**src/rtl/framebuffer_stream_engine.sv**
```systemverilog
// Framebuffer stream engine: streams framebuffer words out over AXI-Stream (commit),
// fills them with a clear colour under a scissor mask (memset), or loads them from a stream (load).
module framebuffer_stream_engine #(
   parameter int PIXELS_PER_BEAT = 2,
   parameter int SUB_PIXELS      = 4,
   parameter int SUB_PIXEL_WIDTH = 8,
   parameter int X_BIT_WIDTH     = 11,
   parameter int Y_BIT_WIDTH     = 11,
   parameter int ADDR_WIDTH      = 18,
   parameter int READ_LATENCY    = 1,
   localparam int PW  = SUB_PIXELS * SUB_PIXEL_WIDTH,
   localparam int PPB = PIXELS_PER_BEAT,
   localparam int MAW = ADDR_WIDTH - $clog2(PIXELS_PER_BEAT)
) (
   input  logic                      aclk,
   input  logic                      resetn,
   input  logic [PW-1:0]             confClearColor,
   input  logic [SUB_PIXELS-1:0]     confMask,
   input  logic                      confEnableScissor,
   input  logic [X_BIT_WIDTH-1:0]    confScissorStartX,
   input  logic [X_BIT_WIDTH-1:0]    confScissorEndX,
   input  logic [Y_BIT_WIDTH-1:0]    confScissorStartY,
   input  logic [Y_BIT_WIDTH-1:0]    confScissorEndY,
   input  logic [X_BIT_WIDTH-1:0]    confXResolution,
   input  logic [Y_BIT_WIDTH-1:0]    confYResolution,
   input  logic [Y_BIT_WIDTH-1:0]    confYOffset,
   input  logic                      apply,
   output logic                      applied,
   input  logic                      cmdCommit,
   input  logic                      cmdMemset,
   input  logic                      cmdLoad,
   input  logic [ADDR_WIDTH:0]       cmdSize,
   output logic [PPB*PW-1:0]         writeData,
   output logic                      writeEnable,
   output logic [MAW-1:0]            writeAddr,
   output logic [PPB*SUB_PIXELS-1:0] writeMask,
   output logic [MAW-1:0]            readAddr,
   input  logic [PPB*PW-1:0]         readData,
   output logic                      m_axis_tvalid,
   input  logic                      m_axis_tready,
   output logic                      m_axis_tlast,
   output logic [PPB*PW-1:0]         m_axis_tdata,
   input  logic                      s_axis_tvalid,
   output logic                      s_axis_tready,
   input  logic                      s_axis_tlast,
   input  logic [PPB*PW-1:0]         s_axis_tdata
);

   // state  | meaning
   // IDLE   | waiting for apply; applied follows ~apply
   // COMMIT | reading words 0..N-1 and streaming them out on m_axis
   // MEMSET | writing the clear colour to words 0..N-1 under the scissor mask
   // LOAD   | writing s_axis beats to words 0..N-1 until N beats or tlast
   localparam int LOG2_PPB = $clog2(PIXELS_PER_BEAT);
   localparam int NW       = MAW + 1;
   localparam int DEPTH    = READ_LATENCY + 1;
   localparam int PTR_W    = $clog2(DEPTH);
   localparam int CNT_W    = $clog2(DEPTH + 1);

   typedef enum logic [1:0] {S_IDLE, S_COMMIT, S_MEMSET, S_LOAD} state_t;

   state_t                   state_q, state_d;
   logic                     applied_q, applied_d;
   logic                     pend_q, pend_d;
   logic [NW-1:0]            n_q, n_d, idx_q, idx_d, beat_q, beat_d;
   logic [X_BIT_WIDTH-1:0]   x_q, x_d;
   logic [Y_BIT_WIDTH-1:0]   y_q, y_d;
   logic                     sc_en_q;
   logic [X_BIT_WIDTH-1:0]   sx0_q, sx1_q;
   logic [Y_BIT_WIDTH-1:0]   sy0_q, sy1_q;

   logic [PPB*PW-1:0]        fifo_mem [DEPTH];
   logic [PTR_W-1:0]         wr_ptr_q, rd_ptr_q;
   logic [CNT_W-1:0]         cnt_q;
   logic [READ_LATENCY-1:0]  pipe_q;
   logic                     issue, push, pop, latch;
   logic [PPB*SUB_PIXELS-1:0] ms_mask;

   function automatic logic [PTR_W-1:0] ptr_inc(input logic [PTR_W-1:0] p);
      return (p == PTR_W'(DEPTH - 1)) ? '0 : p + 1'b1;
   endfunction

   function automatic logic in_scissor(input logic [X_BIT_WIDTH-1:0] px);
      return !sc_en_q || (px >= sx0_q && px < sx1_q && y_q >= sy0_q && y_q < sy1_q);
   endfunction

   assign applied       = applied_q;
   assign latch         = (state_q == S_IDLE) && apply;
   assign push          = pipe_q[READ_LATENCY-1];
   assign m_axis_tvalid = (cnt_q != '0);
   assign m_axis_tdata  = fifo_mem[rd_ptr_q];
   assign m_axis_tlast  = m_axis_tvalid && (beat_q == n_q - 1'b1);
   assign pop           = m_axis_tvalid && m_axis_tready;
   assign readAddr      = idx_q[MAW-1:0];
   // A beat leaving the FIFO this cycle frees its slot for a new read.
   assign issue = (state_q == S_COMMIT) && (idx_q < n_q) &&
                  ((int'(cnt_q) + $countones(pipe_q) - int'(pop)) < DEPTH);

   always_comb begin
      ms_mask = '0;
      for (int i = 0; i < PPB; i++)
         ms_mask[i*SUB_PIXELS +: SUB_PIXELS] =
            confMask & {SUB_PIXELS{in_scissor(x_q + X_BIT_WIDTH'(i))}};
   end

   always_comb begin
      state_d       = state_q;
      applied_d     = 1'b0;
      pend_d        = pend_q;
      n_d           = n_q;
      idx_d         = idx_q;
      beat_d        = beat_q;
      x_d           = x_q;
      y_d           = y_q;
      writeEnable   = 1'b0;
      writeAddr     = idx_q[MAW-1:0];
      writeData     = '0;
      writeMask     = '0;
      s_axis_tready = 1'b0;
      case (state_q)
         S_IDLE: begin
            applied_d = ~apply;
            if (apply) begin
               n_d    = NW'(cmdSize >> LOG2_PPB);
               idx_d  = '0;
               beat_d = '0;
               x_d    = '0;
               y_d    = confYOffset + confYResolution - 1'b1;
               pend_d = 1'b0;
               if (cmdCommit) begin
                  state_d = S_COMMIT;
                  pend_d  = cmdMemset;
               end else if (cmdLoad)   state_d = S_LOAD;
               else if (cmdMemset)     state_d = S_MEMSET;
            end
         end
         S_COMMIT: begin
            if (issue) idx_d = idx_q + 1'b1;
            if (pop) beat_d = beat_q + 1'b1;
            if ((pop && m_axis_tlast) || n_q == '0) begin
               state_d = pend_q ? S_MEMSET : S_IDLE;
               pend_d  = 1'b0;
               idx_d   = '0;
            end
         end
         S_MEMSET: begin
            if (idx_q < n_q) begin
               writeEnable = 1'b1;
               writeData   = {PPB{confClearColor}};
               writeMask   = ms_mask;
               idx_d       = idx_q + 1'b1;
               if ((x_q + X_BIT_WIDTH'(PPB)) == confXResolution) begin
                  x_d = '0;
                  y_d = y_q - 1'b1;
               end else begin
                  x_d = x_q + X_BIT_WIDTH'(PPB);
               end
               if (idx_q == n_q - 1'b1) state_d = S_IDLE;
            end else begin
               state_d = S_IDLE;
            end
         end
         S_LOAD: begin
            if (idx_q < n_q) begin
               s_axis_tready = 1'b1;
               if (s_axis_tvalid) begin
                  writeEnable = 1'b1;
                  writeData   = s_axis_tdata;
                  writeMask   = {PPB{confMask}};
                  idx_d       = idx_q + 1'b1;
                  if (idx_q == n_q - 1'b1 || s_axis_tlast) state_d = S_IDLE;
               end
            end else begin
               state_d = S_IDLE;
            end
         end
         default: state_d = S_IDLE;
      endcase
   end

   always_ff @(posedge aclk) begin
      if (!resetn) begin
         state_q   <= S_IDLE;
         applied_q <= 1'b1;
         pend_q    <= 1'b0;
         n_q       <= '0;
         idx_q     <= '0;
         beat_q    <= '0;
         x_q       <= '0;
         y_q       <= '0;
      end else begin
         state_q   <= state_d;
         applied_q <= applied_d;
         pend_q    <= pend_d;
         n_q       <= n_d;
         idx_q     <= idx_d;
         beat_q    <= beat_d;
         x_q       <= x_d;
         y_q       <= y_d;
      end
   end

   always_ff @(posedge aclk) begin
      if (!resetn) begin
         sc_en_q <= 1'b0;
         sx0_q   <= '0;
         sx1_q   <= '0;
         sy0_q   <= '0;
         sy1_q   <= '0;
      end else if (latch) begin
         sc_en_q <= confEnableScissor;
         sx0_q   <= confScissorStartX;
         sx1_q   <= confScissorEndX;
         sy0_q   <= confScissorStartY;
         sy1_q   <= confScissorEndY;
      end
   end

   // Read-return pipeline and output FIFO; reset drops anything still in flight.
   always_ff @(posedge aclk) begin
      if (!resetn) begin
         pipe_q   <= '0;
         wr_ptr_q <= '0;
         rd_ptr_q <= '0;
         cnt_q    <= '0;
      end else begin
         pipe_q <= READ_LATENCY'({pipe_q, issue});
         if (push) wr_ptr_q <= ptr_inc(wr_ptr_q);
         if (pop)  rd_ptr_q <= ptr_inc(rd_ptr_q);
         cnt_q <= cnt_q + CNT_W'(push) - CNT_W'(pop);
      end
   end

   always_ff @(posedge aclk) begin
      if (push) fifo_mem[wr_ptr_q] <= readData;
   end

endmodule

```
**config.mk**
```make
export PLATFORM = sky130hd
export DESIGN_NAME = framebuffer_stream_engine
export DESIGN_NICKNAME = d
export VERILOG_FILES = /design/src/rtl/framebuffer_stream_engine.sv
export SDC_FILE = /design/constraint.sdc
export NUM_CORES = 1
export LEC_CHECK = 0
export BUFFER_PORTS_ARGS = -buffer_cell sky130_fd_sc_hd__buf_2
export CAP_MARGIN = 20
export CORE_AREA = 2 2 171 173
export DETAILED_ROUTE_END_ITERATION = 8
export DIE_AREA = 0 0 173 175
export GPL_TIMING_DRIVEN = 0
export HOLD_SLACK_MARGIN = 0.08
export PLACE_DENSITY = 0.85
export SYNTH_ARGS = -nofsm -noshare
export SYNTH_HDL_FRONTEND = slang
export SYNTH_SLANG_ARGS = --single-unit
```
**constraint.sdc**
```tcl
create_clock -name aclk -period 7.89 [get_ports aclk]
set_clock_uncertainty 0.15 [all_clocks]
set_input_delay 1.9725 -clock aclk [delete_from_list [all_inputs] [get_ports aclk]]
set_output_delay 1.9725 -clock aclk [all_outputs]
set_load 0.005 [all_outputs]
```
After elaboration in Yosys (flattened, before gate mapping). Memories as Yosys holds them, arrays and structs flattened. A register that Yosys moved wholly into a read port is not among the register bits. Index checks and enable logic that the tools add are counted.

Memories: 1. Bits in registers: 130. Output and inout port bits: 175. Memory bits (writable): 128.

Bitwise logic cells: 3. Equality and inequality tests: 18. Order comparisons: 8. Reduce and logical (&&, ||, !) cells: 29. Add/subtract/negate cells: 14. Muxes and demuxes: 53.

Memories: fifo_mem (depth 2, bits a word 64, read ports 1, clocked after memory_dff 1, write ports 1, RTL line 72) `logic [PPB*PW-1:0] fifo_mem [DEPTH];`.

Operators with widths (count): $mux W64 (3); $pmux W64 S2 (1); $mux W18 (7); $pmux W18 S4 (1); $mux W11 (6); $pmux W11 S2 (2); $add A18 B1 Y18 const B (2); $eq A18 B18 Y1 (2); $pmux W18 S2 (1); $ge A11 B11 Y1 (3); $lt A11 B11 Y1 (3); $mux W8 (3); $mux W2 (11); $sub A11 B1 Y11 const B (2); $logic_not A18 Y1 (1); $lt A18 B18 Y1 (1); $sub A18 B1 Y18 const B (1); $pmux W8 S2 (1); $mux W1 (14); $logic_and A1 B1 Y1 (12); $ne A2 B2 Y1 const B (6); $add A11 B1 Y11 const B (1); $add A11 B11 Y11 (1); $add A11 B2 Y11 const B (1); other kinds (26) (39).

Longest topological paths before layout. Gate-level depths: netlist (run 1).

Word-level depth: 9. Mapped depth: 18. Depth with buffers taken out: 16.

Worst setup path before layout (run 1). No wires, ideal clock.

Path type: input port to output port. From: input port s_axis_tvalid. To: output port writeData[21]. Arrival time: 2.796 ns. Stages: 4. Path buffers: 2. Path slack: 2.971 ns. Cell sequence: and2_1 > clkbuf_1 > buf_1 > a22o_1.

Longest elaborated chain between the ends: 3.

Ends and longest elaborated chain: from (decl) (RTL line 43) `input logic s_axis_tvalid,`; $mux W64 (RTL line 166) `if (s_axis_tvalid) begin`; $mux W64 (RTL line 164) `if (idx_q < n_q) begin`; $pmux W64 S2 (RTL line 120) `case (state_q)`; to (decl) (RTL line 33) `output logic [PPB*PW-1:0] writeData,`.

No other way between the ends.

Worst setup path after layout (run 1).
From: register n_q[16]. To: output port writeData[57].

Longest elaborated chain between the ends: 3.

Ends and longest elaborated chain: from (decl) (RTL line 65) `logic [NW-1:0] n_q, n_d, idx_q, idx_d, beat_q, beat_d;`; from (signal assigned) (RTL line 195) `n_q <= n_d;`; $lt A18 B18 Y1 * (RTL line 147, 164); $mux W64 (on tied branches) (RTL line 164, 147); $pmux W64 S2 * (RTL line 120).

Mark *: on every way between the ends. The rest lies on a longest branch, timed or not.

==> results.py, run 1 <==
metrics = {
    "cts": {
        "insertion_delay_ns": 0.54,
        "clk_pin_slew_ns": 0.06,
        "cts_tree": "yes",
        "htree_levels": 1,
        "cts-hold-fix-buffers": 0,
        "cts_setup_buffers": 0,
        "postCtsResizedCells": 0,
        "clock-sinks": 258,
        "cts_buffer_depth": 3,
        "numCtsBuffers": 27,
        "cts_root_buf": "clkbuf_16",
    },
    "global_route": {
        "grt_usage_pct": 30.0,
        "grt_max_degree": 65,
        "grt_first_pass_wirelength_um": 72200,
        "grt_pass1_vias": 13400,
        "antenna_found_initial": 8,
        "grt_overflow": 0,
    },
    "logic_synthesis": {
        "syn_nets": 1960,
        "syn_inst": 1586,
        "synth_common_cells": "nand2_1 (195), dfxtp_1 (130), edfxtp_1 (128)",
        "synth_edf_count": 128,
        "ys_types": 79,
        "synth-seq-cells": 258,
        "netlist_top_cells_area": "edfxtp_1 (25%), dfxtp_1 (17%), ha_1 (8.4%)",
        "yosys_warnings": 0,
        "synth-main-ff-cell": "dfxtp_1",
        "async_reset_ff_share_pct": 0,
        "synth_area_um2": 15100,
        "synth-seq-area-share_pct": 42.6,
        "synth_top_area_share_pct": 25.4,
        "avgSynthCellArea_um2": 9.55,
        "synth_most_common_cell": "nand2_1",
        "synth_area_leader_cell": "edfxtp_1",
    },
    "worst_setup_path": {
        "timing.rr.start": "cnt_q[1]",
        "max_stage_delay_ns": 0.49,
        "reg2regPathDepth": 17,
        "crit_path_start": "n_q[16]",
        "critPathArrivalTime_ns": 4.63,
        "worstSetupPathType": "reg2out",
        "crit_top_cell": "clkbuf_1",
        "ff2ff_setup_slack_ns": 3.77,
        "cp_cell_sequence": "clkbuf_1 > inv_1 > ha_1 > a21o_1 > a21oi_1 > nand2_1 > inv_1 > a31o_2 > and3_1 > and2_1 > clkbuf_1 > clkbuf_1 > a22o_1 > buf_2",
        "cp_max_fo": 10,
        "cp.required_ns": 5.77,
        "critPathLaunchType": "register",
        "r2r_end": "idx_q[9]",
        "slowest_stage": "clkbuf_1",
        "setup.worst_path.end": "writeData[57]",
        "cp-end-kind": "output pin",
    },
    "power_and_ir_drop": {
        "peakVddDrop_uv": 166,
        "static-leakage-power_nw": 8.11,
        "power_mw": 4.13,
        "p_per_area_nw_per_um2": 220,
    },
    "placement": {
        "gp_congestion": 0.963,
        "hpwl_um": 37900,
        "dp.cells": 2415,
        "port_buffers": 443,
    },
    "route": {
        "dr.pass1.iters": 6,
        "via_per_inst": 5.78,
        "drtAntennaViolNets": 0,
        "wirelength_um": 48200,
        "drcViolationCount": 0,
        "vias": 14300,
        "routedWlPerCell_um": 19.5,
        "drt_first_iter_violations": 1228,
    },
    "layout": {
        "nFillCells": 2253,
        "fin_nets": 2435,
        "final_cells": 2467,
        "drive_above_1_share_pct": 30.3,
        "synthToLayoutAreaGrowth_pct": 23.9,
    },
    "timing": {
        "hold_viol": 0,
        "finalSetupTns_ns": 0,
        "fin_crit_sh_pct": 85.6,
        "rsz0062_at_grt": "no",
        "tightest_slew_ns": 0.986,
        "fin_crit_ns": 6.76,
        "setup_viol": 0,
        "maxSlewViolCount": 0,
        "fmax_mhz": 148,
        "max_slew_margin_pct": 33.5,
        "timing.hold.ws_ns": 0.304,
    },
    "floorplanning": {
        "die_x_um": 173,
        "core_um2": 28400,
        "initial_core_util_pct": 53.3,
        "dieArea_um2": 30300,
        "io_pins": 445,
        "die_y_um": 175,
        "rows": 62,
    },
    "min_path": {
        "hp-class": "reg2reg",
    },
    "run_status": {
        "status": "finished clean",
    },
    "job": {
        "max_cap_viol_count": 0,
    },
}
cells by family after synthesis:
logic type	count (synthesis)	share of synthesized area, %
buffers and inverters	242	7.23
adder cells (fa/ha/maj)	104	8.69
flip-flops	258	42.6
multiplexers	68	5.03
AND/OR/NAND/NOR	477	15.5
XOR/XNOR	79	4.84
AO/OA/AOI/OAI	358	16.2
routing by layer:
| layer | GRT usage, % | routed length, um |
|---|---|---|
| met4 | 11.4 | 1800 |
| met2 | 48.2 | 22000 |
| met1 | 38.8 | 18900 |
| met3 | 8.22 | 5420 |
| met5 | 0 | 81 |
per-stage QoR:
| step | setup slack (ns) | cell area (um^2) | utilization (%) |
|---|---|---|---|
| after global placement | 2.06 | 17800 | 62.9 |
| final | 1.13 | 18800 | 66.1 |
| after floorplan | 2.97 | 15100 | - |
| after detailed placement | 1.88 | 17900 | 63.0 |
| after global routing | 1.04 | 18800 | 66.1 |
| after CTS | 1.29 | 18800 | 66.1 |
flip-flops by register name, indices dropped and copies added, names as in the netlist, 2 cells and up, named ones only:
signal and count:
state_q 2, sx1_q 11, cnt_q 2, sy0_q 11
idx_q 18, fifo_mem 128, y_q 11, beat_q 18
x_q 10, sy1_q 11, sx0_q 11, n_q 18
worst min-delay path by stage:
| stage | from | endpoint | depth (start not counted) |
|---|---|---|---|
| floorplan | sy1_q[0] | sy1_q[0] | 2 |
| global placement | sx0_q[7] | sx0_q[7] | 2 |
| detailed placement | sy1_q[0] | sy1_q[0] | 2 |
| CTS | sy1_q[0] | sy1_q[0] | 2 |
| global route | sx0_q[10] | sx0_q[10] | 2 |
| finish | sy1_q[0] | sy1_q[0] | 2 |
placed cells by master, fill, tap and decap left out, types with 13 or more instances in the layout:
| cell type | count |
|---|---|
| a21oi_1 | 115 |
| a22o_1 | 65 |
| and3_1 | 21 |
| buf_2 | 449 |
| buf_4 | 36 |
| clkbuf_1 | 76 |
| clkbuf_16 | 27 |
| dfxtp_1 | 130 |
| edfxtp_1 | 128 |
| ha_1 | 102 |
| inv_1 | 114 |
| mux2_2 | 65 |
| nand2_1 | 195 |
| nand2b_1 | 13 |
| nand3_1 | 28 |
| nand4_1 | 26 |
| nor2_1 | 81 |
| nor2b_1 | 15 |
| nor3_1 | 32 |
| o21a_1 | 16 |
| o21ai_0 | 54 |
| xnor2_1 | 49 |
| xor2_1 | 27 |
report_power, final:
group	internal, mW	switching, mW	total (mW)
Clock	0.710	0.531	1.24
Combinational	0.569	0.747	1.32
Sequential	1.51	0.0620	1.57
cell type report:
class	instances	area (um^2)	share of cell area [%]
Antenna cell	3	7.51	0.0400
Buffer	127	663	3.53
Clock buffer	35	716	3.81
Clock inverter	13	145	0.773
Inverter	115	432	2.30
Multi-Input combinational cell	1086	7620	40.6
Sequential cell	258	6450	34.3
Tap cell	384	480	2.56
Timing Repair Buffer	446	2260	12.1
critical path, delay by kind of cell, from the launching register on:
family / cells / cell delay, ns
and+or+nand+nor: 3 / 0.71
buffers and inverters: 6 / 1.57
DFF: 1 / 0.30
adders and majority gates: 1 / 0.31
AOI/OAI and AO/OA: 4 / 1.17
(Power assumes the default switching activity.)
==> run 2, diff against run 1 <==
--- a/config.mk
+++ b/config.mk
@@ -7,12 +7,15 @@
 export LEC_CHECK = 0
 export BUFFER_PORTS_ARGS = -buffer_cell sky130_fd_sc_hd__buf_2
 export CAP_MARGIN = 20
-export CORE_AREA = 2 2 171 173
+export CELL_PAD_IN_SITES_DETAIL_PLACEMENT = 0
+export CELL_PAD_IN_SITES_GLOBAL_PLACEMENT = 2
+export CORE_MARGIN = 2
+export CORE_UTILIZATION = 34
+export CTS_CLUSTER_DIAMETER = 40
 export DETAILED_ROUTE_END_ITERATION = 8
-export DIE_AREA = 0 0 173 175
 export GPL_TIMING_DRIVEN = 0
 export HOLD_SLACK_MARGIN = 0.08
-export PLACE_DENSITY = 0.85
+export PLACE_DENSITY = 0.9
 export SYNTH_ARGS = -nofsm -noshare
 export SYNTH_HDL_FRONTEND = slang
 export SYNTH_SLANG_ARGS = --single-unit
==> run 2 against run 1 <==
Flip-flop and latch count is the same. Largest power group is now clock. First-iteration DRC count shrank 16%. Critical endpoint is now writeData[9]. Sequential share of layout area shrank 1.4 points. Via count shrank 3.6%. Fmax grew 0.11%. Count of clock-buffer cells in the layout grew 13. Global-route usage shrank 8.6 points. Critical path depth is the same. Non-clock buffer count grew 2. Highest routed layer unchanged. Final cell count grew 9.7%. Sequential power is essentially flat. Die area grew 53%.
==> results.py, run 2 (synthesized netlist as in run 1, its figures left out) <==
metrics = {
    "worst_setup_path": {
        "critPathLaunchType": "register",
        "cp_max_fo": 10,
        "ff2ff_setup_slack_ns": 3.71,
        "critPathArrivalTime_ns": 4.63,
        "timing.rr.start": "cnt_q[1]",
        "reg2regPathDepth": 16,
        "cp-end-kind": "output pin",
        "slowest_stage": "clkbuf_1",
        "crit_top_cell": "clkbuf_1",
        "cp_cell_sequence": "clkbuf_1 > inv_1 > ha_1 > a21o_1 > a21oi_1 > nand2_1 > inv_1 > a31o_2 > and3_1 > and2_1 > clkbuf_1 > clkbuf_1 > a22o_1 > buf_2",
        "max_stage_delay_ns": 0.54,
        "r2r_end": "idx_q[14]",
        "worstSetupPathType": "reg2out",
        "cp.required_ns": 5.77,
    },
    "floorplanning": {
        "die_x_um": 215,
        "die_y_um": 215,
        "rows": 77,
        "initial_core_util_pct": 34.3,
        "io_pins": 445,
        "core_um2": 44100,
        "dieArea_um2": 46300,
    },
    "min_path": {
        "holdPathStages": 2,
        "hp-class": "reg2reg",
        "min_to": "sx0_q[5]",
        "hp-start": "sx0_q[5]",
    },
    "global_route": {
        "grt_max_degree": 65,
        "grt_usage_pct": 21.4,
        "grt_overflow": 0,
        "grt_pass1_vias": 13400,
        "antenna_found_initial": 11,
        "grt_first_pass_wirelength_um": 76900,
    },
    "power_and_ir_drop": {
        "power_frac_comb_pct": 28.6,
        "p_switching_mw": 1.49,
        "sequentialPowerShare_pct": 33.9,
        "internal_power_mw": 3.15,
        "p_per_area_nw_per_um2": 237,
        "static-leakage-power_nw": 8.37,
        "peakVddDrop_uv": 151,
        "p_sw_share_pct": 32.1,
        "pwr-share-clk_pct": 37.5,
    },
    "placement": {
        "hpwl_um": 40600,
        "gp_congestion": 0.913,
        "port_buffers": 443,
        "dp.cells": 2625,
        "dpl_worst_slack_ns": 1.80,
    },
    "layout": {
        "synthToLayoutAreaGrowth_pct": 29.2,
        "fin_util_pct": 44.3,
        "drive_above_1_share_pct": 31.3,
        "final_cells": 2706,
        "largest_reg_flops": 128,
        "final_common_cell": "buf_2",
        "max_flop_register": "fifo_mem",
        "fin_nets": 2451,
        "final_cell_mix": "buf_2 (449), nand2_1 (195), dfxtp_1 (130), edfxtp_1 (128), a21oi_1 (115)",
    },
    "timing": {
        "max_slew_margin_pct": 29.7,
        "fmax_mhz": 148,
        "finalSetupTns_ns": 0,
        "fin_ws_ns": 1.14,
        "rsz0062_at_grt": "no",
        "fin_crit_ns": 6.75,
        "tightest_slew_ns": 1.04,
        "fin_crit_sh_pct": 85.5,
        "hold_viol": 0,
        "maxSlewViolCount": 0,
        "setup_viol": 0,
    },
    "run_status": {
        "status": "finished clean",
    },
    "cts": {
        "clk_pin_slew_ns": 0.05,
        "cts_tree": "yes",
        "clock-sinks": 258,
        "cts_root_buf": "clkbuf_16",
        "postCtsResizedCells": 0,
        "insertion_delay_ns": 0.56,
        "numCtsBuffers": 41,
        "cts_buffer_depth": 3,
        "cts_setup_buffers": 0,
        "htree_levels": 2,
        "cts-hold-fix-buffers": 0,
    },
    "route": {
        "drt_first_iter_violations": 1030,
        "routedWlPerCell_um": 18.9,
        "vias": 13800,
        "dr.pass1.iters": 5,
        "via_per_inst": 5.08,
        "drtAntennaViolNets": 0,
        "drcViolationCount": 0,
        "wirelength_um": 51000,
    },
    "job": {
        "max_cap_viol_count": 0,
    },
}
## run 2: area by class of cell
cell class	count	area, um^2
Buffer	127	663
Sequential cell	258	6450
Antenna cell	7	17.5
Inverter	115	432
Clock inverter	25	264
Clock buffer	48	1080
Multi-Input combinational cell	1086	7620
Tap cell	592	741
Timing Repair Buffer	448	2300
Fill cell	4407	24600
## run 2: power by group through the flow
stage	clock network (mW)	registers [mW]	logic [mW]
6_report	1.74	1.57	1.32
5_1_grt	1.84	1.58	1.45
4_1_cts	1.78	1.57	1.32
3_5_place_dp	0	1.60	1.31
3_3_place_gp	0	1.60	1.28
2_1_floorplan	0	1.58	0.843
## run 2: metal layers
| layer | GRT usage, % | vias to the layer above | routed length (um) |
|---|---|---|---|
| li1 | - | 6641 | - |
| met1 | 29.8 | 6511 | 23100 |
| met2 | 32.7 | 492 | 22400 |
| met3 | 4.78 | 105 | 4030 |
| met4 | 7.43 | 2 | 1530 |
| met5 | 0 | - | 15 |
## run 2: critical path: cells and delay by family, from the launching register on
kind,cells,cell delay (ns)
and+or+nand+nor,3,0.76
adders and majority gates,1,0.30
DFF,1,0.30
buffers and inverters,6,1.64
AOI/OAI and AO/OA,4,1.08
## run 2: worst max path at each step
stage | startpoint | end | slack, ns
2_1_floorplan | s_axis_tvalid | writeData[21] | 2.97
3_3_place_gp | n_q[16] | writeData[52] | 1.87
3_5_place_dp | n_q[16] | writeData[5] | 1.80
4_1_cts | n_q[16] | writeData[5] | 1.20
5_1_grt | n_q[16] | writeData[5] | 0.96
6_report | n_q[16] | writeData[9] | 1.14
## run 2: per-stage QoR
stage	hold WS, ns	instance area [um^2]	power, mW
6_report	0.304	19600	4.63
2_1_floorplan	0.284	15100	2.43
3_3_place_gp	0.294	18100	2.89
3_5_place_dp	0.297	18200	2.91
4_1_cts	0.305	19500	4.67
5_1_grt	0.324	19600	4.87
==> run 3, diff against run 2 <==
--- a/config.mk
+++ b/config.mk
@@ -5,14 +5,14 @@
 export SDC_FILE = /design/constraint.sdc
 export NUM_CORES = 1
 export LEC_CHECK = 0
-export BUFFER_PORTS_ARGS = -buffer_cell sky130_fd_sc_hd__buf_2
 export CAP_MARGIN = 20
 export CELL_PAD_IN_SITES_DETAIL_PLACEMENT = 0
 export CELL_PAD_IN_SITES_GLOBAL_PLACEMENT = 2
 export CORE_MARGIN = 2
-export CORE_UTILIZATION = 34
+export CORE_UTILIZATION = 42
 export CTS_CLUSTER_DIAMETER = 40
 export DETAILED_ROUTE_END_ITERATION = 8
+export DONT_BUFFER_PORTS = 1
 export GPL_TIMING_DRIVEN = 0
 export HOLD_SLACK_MARGIN = 0.08
 export PLACE_DENSITY = 0.9
==> run 3 against run 2 <==
Combinational power shrank 14%. Cell area decreased by 12%. Flip-flop and latch count is the same. Global-route usage up 1.8 points. Die area is 19% lower. Critical path type unchanged. Critical endpoint is now writeData[2].
==> results.py, run 3 (synthesized netlist as in run 1, its figures left out) <==
metrics = {
    "run_status": {
        "status": "finished clean",
    },
    "floorplanning": {
        "rows": 69,
        "io_pins": 445,
        "dieArea_um2": 37600,
        "die_x_um": 194,
        "initial_core_util_pct": 42.6,
        "die_y_um": 194,
        "core_um2": 35600,
    },
    "layout": {
        "final_common_cell": "nand2_1",
        "nFillCells": 3390,
        "drive_above_1_share_pct": 13.0,
        "max_flop_register": "fifo_mem",
        "seq_area_um2": 6450,
        "largest_reg_flops": 128,
        "fin_nets": 2004,
        "multi_input_area_um2": 7620,
        "final_cells": 2128,
        "design_area_um2": 17200,
        "fin_util_pct": 48.3,
        "final_cell_mix": "nand2_1 (195), dfxtp_1 (130), edfxtp_1 (128), a21oi_1 (115), inv_1 (114)",
        "synthToLayoutAreaGrowth_pct": 13.4,
    },
    "global_route": {
        "grt_first_pass_wirelength_um": 67900,
        "grt_pass1_vias": 11500,
        "grt_usage_pct": 23.3,
        "grt_max_degree": 65,
        "antenna_found_initial": 4,
        "grt_overflow": 0,
    },
    "power_and_ir_drop": {
        "peakVddDrop_uv": 237,
        "static-leakage-power_nw": 6.46,
        "power_frac_comb_pct": 25.2,
        "power_mw": 4.52,
        "p_sw_share_pct": 31.9,
        "pwr-share-clk_pct": 40.0,
        "sequentialPowerShare_pct": 34.9,
        "p_switching_mw": 1.44,
        "p_per_area_nw_per_um2": 263,
        "internal_power_mw": 3.08,
    },
    "timing": {
        "timing.hold.ws_ns": 0.301,
        "tightest_slew_ns": 0.955,
        "fin_crit_sh_pct": 84.3,
        "rsz0062_at_grt": "no",
        "hold_viol": 0,
        "finalSetupTns_ns": 0,
        "fmax_mhz": 150,
        "fin_ws_ns": 1.24,
        "max_slew_margin_pct": 36.2,
        "setup_viol": 0,
        "fin_crit_ns": 6.65,
        "maxSlewViolCount": 0,
    },
    "worst_setup_path": {
        "worstSetupPathType": "reg2out",
        "path_buf_inv": 4,
        "cp-end-kind": "output pin",
        "slowest_stage": "clkbuf_1",
        "cp.required_ns": 5.77,
        "cp_cell_sequence": "buf_2 > inv_1 > ha_1 > a21o_1 > a211o_1 > nor3_1 > a211o_1 > a31o_2 > and3_1 > and2_1 > clkbuf_1 > clkbuf_1 > a22o_1",
        "cp_num_cells": 13,
        "crit_family": "compound AO/OA/AOI/OAI gates",
        "cp_max_fo": 10,
        "critPathArrivalTime_ns": 4.52,
        "ff2ff_setup_slack_ns": 3.49,
        "max_stage_delay_ns": 0.51,
        "critPathLaunchType": "register",
        "reg2regPathDepth": 16,
    },
    "cts": {
        "cts-hold-fix-buffers": 0,
        "clk_pin_slew_ns": 0.06,
        "htree_levels": 2,
        "numCtsBuffers": 40,
        "cts_root_buf": "clkbuf_16",
        "insertion_delay_ns": 0.54,
        "cts_setup_buffers": 0,
        "cts_buffer_depth": 3,
        "postCtsResizedCells": 0,
        "cts_tree": "yes",
        "clock-sinks": 258,
    },
    "route": {
        "drtAntennaViolNets": 0,
        "drcViolationCount": 0,
        "via_per_inst": 5.65,
        "wirelength_um": 45600,
        "routedWlPerCell_um": 21.5,
        "drt_first_iter_violations": 765,
        "vias": 12000,
        "dr.pass1.iters": 5,
    },
    "min_path": {
        "hp-class": "reg2reg",
        "holdPathStages": 2,
    },
    "placement": {
        "dpl_worst_slack_ns": 1.81,
        "port_buffers": 0,
        "place_area_um2": 15800,
        "dp.cells": 2049,
        "gp_congestion": 0.887,
        "hpwl_um": 35700,
    },
    "job": {
        "max_cap_viol_count": 0,
    },
}
[run 3: final cells by class]
| cell class | count | area share (%) |
|---|---|---|
| flip-flops and latches | 258 | 37.5 |
| clock buffers | 45 | 6.12 |
| well taps | 461 | 3.36 |
| clock inverters | 27 | 2.05 |
| inverters | 115 | 2.51 |
| plain buffers | 127 | 3.86 |
| multi-input cells | 1086 | 44.3 |
| repair buffers | 2 | 0.146 |
| diodes | 7 | 0.102 |
[run 3: tightest hold or removal path: cells and delay by family (launching register included)]
family / cells / cell delay, ns
simple gates: 1 / 0.05
flops: 1 / 0.30
compound gates: 1 / 0.05
[run 3: power groups by stage]
stage / logic (mW) / registers [mW] / clock network [mW]
5_1_grt: 1.25 / 1.58 / 1.90
3_5_place_dp: 1.13 / 1.60 / 0
2_1_floorplan: 0.843 / 1.58 / 0
6_report: 1.14 / 1.57 / 1.80
4_1_cts: 1.14 / 1.58 / 1.84
3_3_place_gp: 1.11 / 1.61 / 0
[run 3: layer usage]
layer / share of wire [%] / wire (um) / GRT usage [%]
met5: 0.33 / 151 / 2.94
met4: 1.8 / 804 / 5.02
met3: 10 / 4630 / 7.65
met2: 45 / 20700 / 36.7
met1: 42 / 19300 / 30.9
[run 3: path summary, 6_finish.rpt]
| check | startpoint | end |
|---|---|---|
| setup / recovery | n_q[8] | writeData[2] |
| hold / removal | sx1_q[6] | sx1_q[6] |
| hold reg to reg | sx1_q[6] | sx1_q[6] |
| setup reg to reg | cnt_q[1] | idx_q[13] |
